### src/rtl/fine_code_pkg.sv
// -----------------------------------------------------------------------------
// fine_code_pkg
// Shared constants and types for the fine code generator.
//   FINE_BITS : width of the thermometer-style raw fine code
//   CODE_W    : width of the binary fine code
//   DWELL_W   : width of the sweep dwell counter
//   CODE_MAX  : largest legal binary code (2*FINE_BITS - 1)
//   HALF      : first code of the falling half of the mapping
//   state_e   : sweep FSM states
// -----------------------------------------------------------------------------
package fine_code_pkg;

  localparam int FINE_BITS = 55;
  localparam int CODE_W    = 7;
  localparam int DWELL_W   = 8;
  localparam int CODE_MAX  = 109;
  localparam int HALF      = 55;

  typedef enum logic [1:0] {
    IDLE  = 2'd0,
    EMIT  = 2'd1,
    DWELL = 2'd2
  } state_e;

endpackage

### src/rtl/fine_code_generator_if.sv
// -----------------------------------------------------------------------------
// fine_code_generator_if
// Input and output valid/ready streams of the fine code generator.
//   in_code/in_valid/in_ready     : binary code stream into the block
//   out_raw/out_code/out_valid/out_ready : raw code stream out of the block
// Modports:
//   master : the environment (drives codes in, accepts results out)
//   slave  : the generator itself
// -----------------------------------------------------------------------------
interface fine_code_generator_if #(
  parameter int CODE_W    = fine_code_pkg::CODE_W,
  parameter int FINE_BITS = fine_code_pkg::FINE_BITS
);

  logic [CODE_W-1:0]    in_code;
  logic                 in_valid;
  logic                 in_ready;
  logic [FINE_BITS-1:0] out_raw;
  logic [CODE_W-1:0]    out_code;
  logic                 out_valid;
  logic                 out_ready;

  modport master (
    output in_code, in_valid, out_ready,
    input  in_ready, out_raw, out_code, out_valid
  );

  modport slave (
    input  in_code, in_valid, out_ready,
    output in_ready, out_raw, out_code, out_valid
  );

endinterface

### src/rtl/fine_code_expand.sv
// -----------------------------------------------------------------------------
// fine_code_expand
// Purely combinational map from a binary fine code to the raw fine code.
//   code 0..HALF-1        : top `code` bits set (code 0 -> all zeros)
//   code HALF..CODE_MAX   : bits [FINE_BITS-1-(code-HALF):0] set
//   code above CODE_MAX   : all zeros (never loaded by the parent)
// Ports:
//   code : binary fine code in
//   raw  : raw fine code out
// -----------------------------------------------------------------------------
module fine_code_expand #(
  parameter int FINE_BITS = fine_code_pkg::FINE_BITS,
  parameter int CODE_W    = fine_code_pkg::CODE_W
) (
  input  logic [CODE_W-1:0]    code,
  output logic [FINE_BITS-1:0] raw
);

  import fine_code_pkg::*;

  localparam logic [FINE_BITS-1:0] ALL_ONES = '1;

  always_comb begin
    // NOTE: every output of a combinational block gets a default first so no
    // path leaves it unassigned, which would infer a latch.
    raw = '0;
    if (code < CODE_W'(HALF)) begin
      // Rising half: ones fill in from the MSB downwards.
      raw = ~(ALL_ONES >> code);
    end else if (code <= CODE_W'(CODE_MAX)) begin
      // Falling half: ones drain away from the MSB downwards.
      raw = ALL_ONES >> (code - CODE_W'(HALF));
    end
  end

endmodule

### src/rtl/fine_code_generator.sv
// -----------------------------------------------------------------------------
// fine_code_generator
// Expands binary fine codes into raw fine codes, either from an input stream
// or from an internal auto-sweep over all legal codes with a programmable
// idle gap between codes.
// Ports:
//   clk, rst_n   : clock (rising edge), asynchronous active-low reset
//   bus          : slave side of the in/out valid-ready streams
//   sweep_start  : pulse that starts a sweep (only honoured in IDLE)
//   dwell        : idle cycles between sweep codes, captured at sweep_start
//   err_clr      : clears the sticky error flag
//   sweep_busy   : high while a sweep runs
//   sweep_done   : one-cycle pulse after the last sweep code is loaded
//   err          : sticky flag for an accepted out-of-range input code
// -----------------------------------------------------------------------------
module fine_code_generator #(
  parameter int FINE_BITS = fine_code_pkg::FINE_BITS,
  parameter int CODE_W    = fine_code_pkg::CODE_W,
  parameter int DWELL_W   = fine_code_pkg::DWELL_W
) (
  input  logic                 clk,
  input  logic                 rst_n,
  fine_code_generator_if.slave bus,
  input  logic                 sweep_start,
  input  logic [DWELL_W-1:0]   dwell,
  input  logic                 err_clr,
  output logic                 sweep_busy,
  output logic                 sweep_done,
  output logic                 err
);

  import fine_code_pkg::*;

  state_e               state_q, state_d;
  logic [CODE_W-1:0]    step_q;
  logic [DWELL_W-1:0]   dwell_q;
  logic [DWELL_W-1:0]   dwell_cnt_q;

  logic [FINE_BITS-1:0] raw_q;
  logic [CODE_W-1:0]    code_q;
  logic                 valid_q;
  logic                 done_q;
  logic                 err_q;

  logic                 load_en;
  logic                 in_ok;
  logic                 in_fire;
  logic                 emit_fire;
  logic                 last_step;
  logic                 dwell_end;
  logic [CODE_W-1:0]    sel_code;
  logic [FINE_BITS-1:0] sel_raw;

  // The output register can take new data when empty or being drained.
  assign load_en   = !valid_q || bus.out_ready;
  assign in_ok     = bus.in_code <= CODE_W'(CODE_MAX);
  assign in_fire   = bus.in_valid && bus.in_ready;
  assign emit_fire = (state_q == EMIT) && load_en;
  assign last_step = step_q == CODE_W'(CODE_MAX);
  assign dwell_end = (state_q == DWELL) && (dwell_cnt_q == DWELL_W'(1));

  // ---------------------------------------------------------------------------
  // FSM: state register
  // ---------------------------------------------------------------------------
  always_ff @(posedge clk or negedge rst_n) begin
    // NOTE: sequential state uses non-blocking assignments so every register
    // samples pre-edge values regardless of statement order.
    if (!rst_n) state_q <= IDLE;
    else        state_q <= state_d;
  end

  // ---------------------------------------------------------------------------
  // FSM: next state
  // ---------------------------------------------------------------------------
  always_comb begin
    state_d = state_q;
    unique case (state_q)
      IDLE:  if (sweep_start) state_d = EMIT;
      EMIT: begin
        if (emit_fire) begin
          if (last_step)              state_d = IDLE;
          else if (dwell_q != '0)     state_d = DWELL;
        end
      end
      DWELL: if (dwell_end) state_d = EMIT;
      default: state_d = IDLE;
    endcase
  end

  // ---------------------------------------------------------------------------
  // FSM: outputs
  // ---------------------------------------------------------------------------
  always_comb begin
    sweep_busy   = 1'b0;
    bus.in_ready = 1'b0;
    unique case (state_q)
      IDLE:    bus.in_ready = load_en;
      EMIT,
      DWELL:   sweep_busy   = 1'b1;
      default: ;
    endcase
  end

  // ---------------------------------------------------------------------------
  // Sweep step and dwell counters
  // ---------------------------------------------------------------------------
  always_ff @(posedge clk or negedge rst_n) begin
    if (!rst_n) begin
      step_q      <= '0;
      dwell_q     <= '0;
      dwell_cnt_q <= '0;
    end else begin
      unique case (state_q)
        IDLE: begin
          if (sweep_start) begin
            step_q  <= '0;
            dwell_q <= dwell;
          end
        end
        EMIT: begin
          // The step stops at CODE_MAX; the sweep ends instead of wrapping.
          if (emit_fire && !last_step) begin
            if (dwell_q == '0) step_q      <= step_q + CODE_W'(1);
            else               dwell_cnt_q <= dwell_q;
          end
        end
        DWELL: begin
          if (dwell_end) step_q      <= step_q + CODE_W'(1);
          else           dwell_cnt_q <= dwell_cnt_q - DWELL_W'(1);
        end
        default: ;
      endcase
    end
  end

  // ---------------------------------------------------------------------------
  // Shared expander: the sweep owns it in EMIT, the input stream otherwise.
  // ---------------------------------------------------------------------------
  assign sel_code = (state_q == EMIT) ? step_q : bus.in_code;

  fine_code_expand #(
    .FINE_BITS (FINE_BITS),
    .CODE_W    (CODE_W)
  ) u_expand (
    .code (sel_code),
    .raw  (sel_raw)
  );

  // ---------------------------------------------------------------------------
  // Output register, sweep_done pulse and sticky error
  // ---------------------------------------------------------------------------
  always_ff @(posedge clk or negedge rst_n) begin
    if (!rst_n) begin
      raw_q   <= '0;
      code_q  <= '0;
      valid_q <= 1'b0;
      done_q  <= 1'b0;
      err_q   <= 1'b0;
    end else begin
      if (load_en) begin
        // Out-of-range input codes are consumed but never produce output.
        if (emit_fire || (in_fire && in_ok)) begin
          raw_q   <= sel_raw;
          code_q  <= sel_code;
          valid_q <= 1'b1;
        end else begin
          valid_q <= 1'b0;
        end
      end
      done_q <= emit_fire && last_step;
      // A new error wins over a simultaneous clear.
      err_q  <= (err_q && !err_clr) || (in_fire && !in_ok);
    end
  end

  assign bus.out_raw   = raw_q;
  assign bus.out_code  = code_q;
  assign bus.out_valid = valid_q;
  assign sweep_done    = done_q;
  assign err           = err_q;

endmodule

### src/flat_wrapper.sv
// flat-port wrapper written by rule: the top's interface ports become plain ports
module fine_code_generator_flat import fine_code_pkg::*;
#(
  parameter int FINE_BITS = fine_code_pkg::FINE_BITS,
  parameter int CODE_W    = fine_code_pkg::CODE_W,
  parameter int DWELL_W   = fine_code_pkg::DWELL_W
)
  (clk, rst_n, sweep_start, dwell, err_clr, sweep_busy, sweep_done, err, bus_in_code, bus_in_valid, bus_out_ready, bus_in_ready, bus_out_raw, bus_out_code, bus_out_valid);
  fine_code_generator_if #(.CODE_W(CODE_W), .FINE_BITS(FINE_BITS)) bus_i ();
  input  logic clk;
  input  logic rst_n;
  input  logic sweep_start;
  input  logic [DWELL_W-1:0] dwell;
  input  logic err_clr;
  output logic sweep_busy;
  output logic sweep_done;
  output logic err;
  input wire logic [$bits(bus_i.in_code)-1:0] bus_in_code;
  input wire logic [$bits(bus_i.in_valid)-1:0] bus_in_valid;
  input wire logic [$bits(bus_i.out_ready)-1:0] bus_out_ready;
  output wire logic [$bits(bus_i.in_ready)-1:0] bus_in_ready;
  output wire logic [$bits(bus_i.out_raw)-1:0] bus_out_raw;
  output wire logic [$bits(bus_i.out_code)-1:0] bus_out_code;
  output wire logic [$bits(bus_i.out_valid)-1:0] bus_out_valid;
  assign bus_i.in_code = bus_in_code;
  assign bus_i.in_valid = bus_in_valid;
  assign bus_i.out_ready = bus_out_ready;
  assign bus_in_ready = bus_i.in_ready;
  assign bus_out_raw = bus_i.out_raw;
  assign bus_out_code = bus_i.out_code;
  assign bus_out_valid = bus_i.out_valid;
  fine_code_generator #(.FINE_BITS(FINE_BITS), .CODE_W(CODE_W), .DWELL_W(DWELL_W)) u_core (.clk(clk), .rst_n(rst_n), .bus(bus_i), .sweep_start(sweep_start), .dwell(dwell), .err_clr(err_clr), .sweep_busy(sweep_busy), .sweep_done(sweep_done), .err(err));
endmodule
### config.mk
export PLATFORM = sky130hd
export DESIGN_NAME = fine_code_generator_flat
export DESIGN_NICKNAME = d
export VERILOG_FILES = /design/src/rtl/fine_code_pkg.sv /design/src/rtl/fine_code_generator_if.sv /design/src/rtl/fine_code_expand.sv /design/src/rtl/fine_code_generator.sv /design/src/flat_wrapper.sv
export SDC_FILE = /design/constraint.sdc
export NUM_CORES = 1
export LEC_CHECK = 0
export CAP_MARGIN = 20
export CORE_UTILIZATION = 40
export DETAILED_ROUTE_END_ITERATION = 8
export SLEW_MARGIN = 20
export SYNTH_ARGS = -nofsm -noshare
export SYNTH_HDL_FRONTEND = slang
export SYNTH_SLANG_ARGS = --single-unit
export TNS_END_PERCENT = 50
### constraint.sdc
create_clock -name clk -period 3.8 [get_ports clk]
set_input_delay 0.76 -clock clk [delete_from_list [all_inputs] [get_ports clk]]
set_output_delay 0.76 -clock clk [all_outputs]
set_load 0.005 [all_outputs]
# Yosys cells after proc, flatten, opt, wreduce, memory -nomap -nowiden
# Index checks and enable logic that the tools add are counted.
[word_totals]
reg_bits = 90
word_cells = 77
input_bits = 21
[classes]
add_sub_neg = 3
n_reduce_logical = 26
n_eq_ne = 12
muxes = 21
bitwise_logic = 1
order_cmp = 3
shift = 2
[op_table]
columns = ["op", "count"]
rows = [
  ["$mux W55", 2],
  ["$shr A55 B7 Y55 const A", 2],
  ["$not A55 Y55", 1],
  ["$mux W7", 5],
  ["$mux W8", 3],
  ["$pmux W7 S3", 1],
  ["$pmux W8 S2", 1],
  ["$le A7 B7 Y1 const B", 2],
  ["$mux W2", 5],
  ["$eq A8 B1 Y1 const B", 1],
  ["$logic_and A1 B1 Y1", 8],
  ["$logic_not A8 Y1", 1],
  ["$ne A2 B1 Y1 const B", 4],
  ["$reduce_and A4 Y1", 2],
  ["$reduce_bool A8 Y1", 1],
  ["$sub A8 B1 Y8 const B", 1],
  ["$add A7 B1 Y7 const B", 1],
  ["$eq A7 B7 Y1 const B", 1],
  ["$lt A7 B6 Y1 const B", 1],
  ["$sub A7 B6 Y7 const B", 1],
  ["$ne A2 B2 Y1 const B", 3],
  ["$pmux W2 S3", 1],
  ["$reduce_and A5 Y1", 1],
  ["$logic_not A1 Y1", 4],
  ["10 further kinds", 15],
]

# Depth between registers and ports, before layout
# Gate-level depths: netlist of run 1.
[depth]
ltp_word = 7
depth_mapped = 13
mapped_depth_nobuf = 12

# Modules after synthesis
# A second synthesis of run 1 with hierarchy kept.
[unflattened]
cells_unflattened = 584
area_unflattened_um2 = 5744.3
[by_module_without_submodules]
columns = ["mod", "instances", "cells_each", "seq_area_each_um2", "area_each_um2"]
rows = [
  ["fine_code_generator", 1, 304, 2252.2, 4005.1],
  ["fine_code_expand", 1, 280, 0.0, 1739.2],
]

# Worst setup path before layout of run 1
# No wires, ideal clock.
[synth_path]
path_type = "register to register"
startpoint = "register u_core.state_q[1]"
endpoint = "register u_core.raw_q[33], in the netlist u_core.bus.out_raw[33]"
setup_slack_ns = 0.358
setup_time_ns = 0.127
t_required_ns = 3.673
path_stages_with_launch = 14
arrival_time_ns = 3.315
path_cell_list = "dfrtp_1 inv_1 ha_1 buf_4 mux2i_1 inv_1 ha_1 a211oi_1 a21oi_1 xnor2_1 clkbuf_1 o21ai_0 a221oi_1 nor2_1"
[synth_between]
elab_chain_cells = 6
elab_cells_between_ends = 17
cone_classes = "add/sub (1); order compare (2); eq/ne (1); shift (2); mux (4); bitwise (1); reduce/logical (6)"
[synth_lines]
columns = ["element", "line_no", "source"]
rows = [
  ["from (decl)", "fine_code_generator.sv:34", "state_e state_q, state_d;"],
  ["from (signal assigned)", "fine_code_generator.sv:69", "else state_q <= state_d;"],
  ["$eq A2 B1 Y1 *", "fine_code_generator.sv:139", "assign sel_code = (state_q == EMIT) ? step_q : bus.in_code;"],
  ["$mux W7 *", "fine_code_generator.sv:139", ""],
  ["via u_core.sel_code[0]", "fine_code_generator.sv:51", "logic [CODE_W-1:0] sel_code;"],
  ["$sub A7 B6 Y7", "fine_code_expand.sv:32", "raw = ALL_ONES >> (code - CODE_W'(HALF));"],
  ["$shr A55 B7 Y55", "fine_code_expand.sv:32", ""],
  ["$mux W55", "fine_code_expand.sv:30", "end else if (code <= CODE_W'(CODE_MAX)) begin"],
  ["$mux W55 *", "fine_code_expand.sv:27", "if (code < CODE_W'(HALF)) begin"],
  ["to (signal assigned)", "fine_code_generator.sv:163", "raw_q <= sel_raw;"],
  ["to (decl)", "fine_code_generator.sv:39", "logic [FINE_BITS-1:0] raw_q;"],
]
# The timed path passes the listed nets; every way through them passes the cells marked *.
# A chain may end at the register's enable or synchronous reset.

# Worst setup path in the final report of run 1
[layout_path]
startpoint = "register u_core.state_q[1]"
endpoint = "register u_core.raw_q[49], in the netlist u_core.bus.out_raw[49]"
# The elaborated chain is that of the path after synthesis.

==> results of run 1 <==
## metal layers
metal	global-route usage (%)	part of all wire [%]
met1	32.6	43
met2	40.8	49
met3	3.37	5.7
met4	10.6	2.1
met5	0	0
## cell families (layout without fill, tap and decap cells)
| group | count (synthesis) | in the layout | share of synthesized area, % |
|---|---|---|---|
| xor+xnor | 1 | 1 | 0.168 |
| compound gates | 215 | 215 | 25.7 |
| flops | 90 | 90 | 43.2 |
| mux | 21 | 21 | 4.54 |
| simple gates | 209 | 209 | 17.8 |
| fa+ha+maj | 18 | 18 | 4.32 |
| buf+inv | 55 | 147 | 4.27 |
## critical path: cells and delay by family, from the launching register on
kind                     cells  cell delay (ns)
AO/OA/AOI/OAI                5             1.33
adder cells (fa/ha/maj)      2             0.60
buffers and inverters        3             0.46
flip-flops                   1             0.40
multiplexers                 1             0.31
XOR/XNOR                     1             0.20
## registers in the layout (all words and copies together) (netlist names)
register,count
u_core.state_q,2
u_core.dwell_cnt_q,8
u_core.dwell_q,8
u_core.sweep_done,1
u_core.step_q,7
u_core.bus.out_raw,55
u_core.bus.out_valid,1
u_core.err,1
u_core.bus.out_code,7
## final cells by class
cell class                 count  area [µm²]
multi-input combinational    464        2740
clock buffer                  13         270
sequential                    90        2250
clock inverter                 2        35.0
timing repair buffer         112        1070
inverter                      20        75.1
fill                        1218        6020
tap                          172         215
## placed cells by master, fill, tap and decap left out, drive strengths merged, types with 7 or more instances in the layout
master / synthesis / routed
clkbuf: 27 / 13
nand3: 9 / 9
nand2: 66 / 66
a31oi: 30 / 30
nand2b: 12 / 12
and2: 7 / 7
nor3: 11 / 11
ha: 18 / 18
mux2: 15 / 15
o21ai: 76 / 76
inv: 19 / 19
clkdlybuf4s50: 0 / 86
a21oi: 56 / 56
dfrtp: 90 / 90
buf: 8 / 26
nor2: 80 / 80
## where the power goes
group          switching [W]  internal [W]  leakage (nW)
Clock               0.000358      0.000559         0.152
Sequential          0.000342       0.00144          1.06
Combinational        0.00224       0.00172          1.49
## worst min-delay path by stage
stage	startpoint	end	slack (ns)
after floorplan	rst_n	u_core.bus.out_code[0]$_DFFE_PN0P_	0.46
after global placement	u_core.bus.out_code[3]$_DFFE_PN0P_	u_core.bus.out_code[3]$_DFFE_PN0P_	0.47
after detailed placement	u_core.bus.out_code[3]$_DFFE_PN0P_	u_core.bus.out_code[3]$_DFFE_PN0P_	0.48
after CTS	u_core.bus.out_code[3]$_DFFE_PN0P_	u_core.bus.out_code[3]$_DFFE_PN0P_	0.49
after global routing	u_core.bus.out_code[5]$_DFFE_PN0P_	u_core.bus.out_code[5]$_DFFE_PN0P_	0.52
final	u_core.bus.out_code[4]$_DFFE_PN0P_	u_core.bus.out_code[4]$_DFFE_PN0P_	0.49
## cells in the mapped netlist (all sizes together)
| library cell | n |
|---|---|
| o211ai | 4 |
| mux2i | 6 |
| dfrtp | 90 |
| a21o | 2 |
| clkinv | 1 |
| inv | 19 |
| a221oi | 6 |
| nor4b | 1 |
| a31o | 2 |
| ha | 18 |
| a21oi | 56 |
| and3 | 3 |
| o21bai | 2 |
| a31oi | 30 |
| a2111oi | 1 |
| or3 | 5 |
| nor4 | 4 |
| buf | 8 |
| o22ai | 2 |
| nand3 | 9 |
| nor2 | 80 |
| nor3b | 3 |
| o21ai | 76 |
| nor3 | 11 |
| o31ai | 6 |
| a22oi | 5 |
| a22o | 6 |
| nand4 | 3 |
| mux2 | 15 |
| o21a | 1 |
| a221o | 3 |
| a211oi | 5 |
| or4 | 1 |
| o41ai | 1 |
| and2 | 7 |
| o211a | 3 |
| a41oi | 4 |
| or2 | 2 |
| clkbuf | 27 |
| xnor2 | 1 |
| nand2 | 66 |
| nor2b | 2 |
| nand2b | 12 |
## stage by stage
step,setup WS (ns),area [µm²]
6_report,0.398,6650
5_1_grt,0.160,6650
4_1_cts,0.437,6650
3_5_place_dp,0.209,6350
3_3_place_gp,0.298,6350
2_1_floorplan,0.358,5210
==> impl_metrics.prom, run 1 <==
# TYPE chip_impl_metric gauge
chip_impl_metric{name="num_io_pins",unit=""} 88
chip_impl_metric{name="insertion_delay",unit="ns"} 0.35
chip_impl_metric{name="syn-cell-area",unit="mm²"} 0.00521
chip_impl_metric{name="synth-warning-count",unit=""} 0
chip_impl_metric{name="p_leak",unit="nW"} 2.70
chip_impl_metric{name="power_density",unit="mW/mm²"} 1000
chip_impl_metric{name="core_region_area",unit="mm²"} 0.0127
chip_impl_metric{name="antenna_found_initial",unit=""} 0
chip_impl_metric{name="netlist-cell-type-count",unit=""} 54
chip_impl_info{name="outcome",value="finished, final reports clean"} 1
chip_impl_info{name="reg2reg_from",value="u_core.state_q[1]$_DFFE_PN0P_"} 1
chip_impl_metric{name="globalRoute.totalOverflow",unit=""} 0
chip_impl_metric{name="floorplan.die_area",unit="mm²"} 0.0135
chip_impl_metric{name="tritoncts_num_sinks",unit=""} 90
chip_impl_info{name="worst_path_max_delay_cell",value="sky130_fd_sc_hd__a2111oi_4"} 1
chip_impl_metric{name="drt-total-wl",unit="µm"} 15700
chip_impl_info{name="worstSetupPathType",value="reg -> reg"} 1
chip_impl_metric{name="non_filler_instances",unit=""} 873
chip_impl_metric{name="post-route-min-period",unit="ns"} 3.40
chip_impl_info{name="worst_path_cell_chain",value="inv_1 -> ha_1 -> mux2i_1 -> inv_1 -> ha_1 -> a211oi_1 -> a21oi_1 -> xnor2_1 -> buf_12 -> a2111oi_4 -> o21ai_1 -> a31oi_1"} 1
chip_impl_metric{name="wire_per_inst",unit="µm"} 17.9
chip_impl_metric{name="initial_core_util",unit="%"} 41.1
chip_impl_info{name="synth.area.top_cells",value="sky130_fd_sc_hd__dfrtp_1 43%, sky130_fd_sc_hd__o21ai_0 7.1%, sky130_fd_sc_hd__nor2_1 5.8%"} 1
chip_impl_metric{name="report.final.slew_viol_count",unit=""} 0
chip_impl_metric{name="min_path_cells",unit=""} 2
chip_impl_metric{name="cts_inserted_buffers",unit=""} 9
chip_impl_metric{name="rr_worst_depth",unit=""} 12
chip_impl_metric{name="route.vias.total",unit=""} 4930
chip_impl_metric{name="seq_area_frac_synth",unit="%"} 43.2
chip_impl_metric{name="netlist.area_leader.share",unit="%"} 43.2
chip_impl_info{name="post-synth-top-area-cell",value="sky130_fd_sc_hd__dfrtp_1"} 1
chip_impl_metric{name="clk_pin_slew_worst_paths",unit="ns"} 0.06
chip_impl_info{name="critical_path.endpoint_type",value="flip-flop"} 1
chip_impl_metric{name="final_antenna_net_count",unit=""} 0
chip_impl_metric{name="peak_per_stage_delay_on_the_critical_path",unit="ns"} 0.61
chip_impl_metric{name="synthesis.instances",unit=""} 609
chip_impl_metric{name="whs",unit="ns"} 0.488
chip_impl_info{name="cts_tree",value="yes"} 1
chip_impl_metric{name="vias_per_cell",unit=""} 5.65
chip_impl_info{name="crit-reg2reg-capture",value="u_core.bus.out_raw[49]$_DFFE_PN0P_"} 1
chip_impl_metric{name="ff2ff_setup_slack",unit="ns"} 0.40
chip_impl_metric{name="grt_start_max_net_pins",unit=""} 72
chip_impl_metric{name="report.final.setup_viol",unit=""} 0
chip_impl_metric{name="syn_nets",unit=""} 648
chip_impl_info{name="grt_setup_unrepaired",value="false"} 1
chip_impl_metric{name="gp_congestion",unit=""} 0.943
chip_impl_metric{name="holdBufCountCts",unit=""} 0
chip_impl_metric{name="timing_hold_violations_final",unit=""} 0
chip_impl_info{name="cp-start-kind",value="flip-flop"} 1
chip_impl_metric{name="cts-root-to-sink-buffers",unit=""} 2
chip_impl_metric{name="arrival_time_at_the_worst_endpoint",unit="ns"} 3.66
chip_impl_metric{name="post_cts_resized",unit=""} 0
chip_impl_metric{name="final_worst_path_cycle_share",unit="%"} 89.5
chip_impl_metric{name="all_layer_global_routing_usage",unit="%"} 24.7
chip_impl_metric{name="syn_avg_cell_area",unit="µm²"} 8.56
chip_impl_metric{name="drt-pass1-iter-count",unit=""} 5
chip_impl_metric{name="die_y",unit="µm"} 116
chip_impl_info{name="setup.worst_path.end",value="u_core.bus.out_raw[49]$_DFFE_PN0P_"} 1
chip_impl_metric{name="vdd_ir_drop_max",unit="mV"} 0.328
chip_impl_metric{name="die_w",unit="µm"} 116
chip_impl_metric{name="drt-initial-drc-count",unit=""} 316
chip_impl_metric{name="grt_first_pass_wirelength",unit="µm"} 24900
chip_impl_metric{name="fin_worst_skew",unit="ns"} 0.00617
chip_impl_metric{name="post_cts.repair.setup_buffers",unit=""} 0
chip_impl_metric{name="worstPathRequired",unit="ns"} 4.06
chip_impl_metric{name="port_buffers",unit=""} 87
chip_impl_info{name="root_buffer_master",value="sky130_fd_sc_hd__clkbuf_16"} 1
chip_impl_metric{name="worst_slew_margin_relative_to_its_limit",unit="%"} 39.7
chip_impl_info{name="cp-startpoint",value="u_core.state_q[1]$_DFFE_PN0P_"} 1
chip_impl_metric{name="dp_cell_count",unit=""} 858
chip_impl_metric{name="number_of_global_route_vias_before_repair",unit=""} 4664
chip_impl_metric{name="finalPower",unit="W"} 0.00666
chip_impl_metric{name="worstPathMaxFanout",unit=""} 21
chip_impl_metric{name="antenna_cells_inserted",unit=""} 0
chip_impl_metric{name="number_of_levels_the_h_tree_was_split_into",unit=""} 3
chip_impl_metric{name="placementRows",unit=""} 41
chip_impl_metric{name="flow.area_growth_from_synthesis",unit="%"} 27.7
chip_impl_metric{name="fin_setup_tns",unit="ns"} 0
chip_impl_metric{name="num-nets-final",unit=""} 736
chip_impl_info{name="worst_hold_path_type",value="reg -> reg"} 1
chip_impl_metric{name="drc",unit=""} 0
chip_impl_metric{name="timing.max_cap.violations",unit=""} 0
chip_impl_metric{name="finish.utilization",unit="%"} 52.5
chip_impl_metric{name="layout-drive-gt1-share",unit="%"} 9.70
chip_impl_metric{name="fmax",unit="GHz"} 0.294
chip_impl_metric{name="postSynthRegisterBits",unit=""} 90
chip_impl_metric{name="slew_at_the_pin_closest_to_its_max_slew_limit",unit="ns"} 0.905
chip_impl_metric{name="dp_hpwl",unit="µm"} 11800
No activity file was read; power rests on OpenSTA's default activity.
==> run 2: changes to the inputs <==
--- a/config.mk
+++ b/config.mk
@@ -7,6 +7,7 @@
 export LEC_CHECK = 0
 export CAP_MARGIN = 20
 export CORE_UTILIZATION = 40
+export CTS_CLUSTER_DIAMETER = 120
 export DETAILED_ROUTE_END_ITERATION = 8
 export SLEW_MARGIN = 20
 export SYNTH_ARGS = -nofsm -noshare
==> results of run 2 <==
Final layout, timing and power as in run 1 (identical DEF).
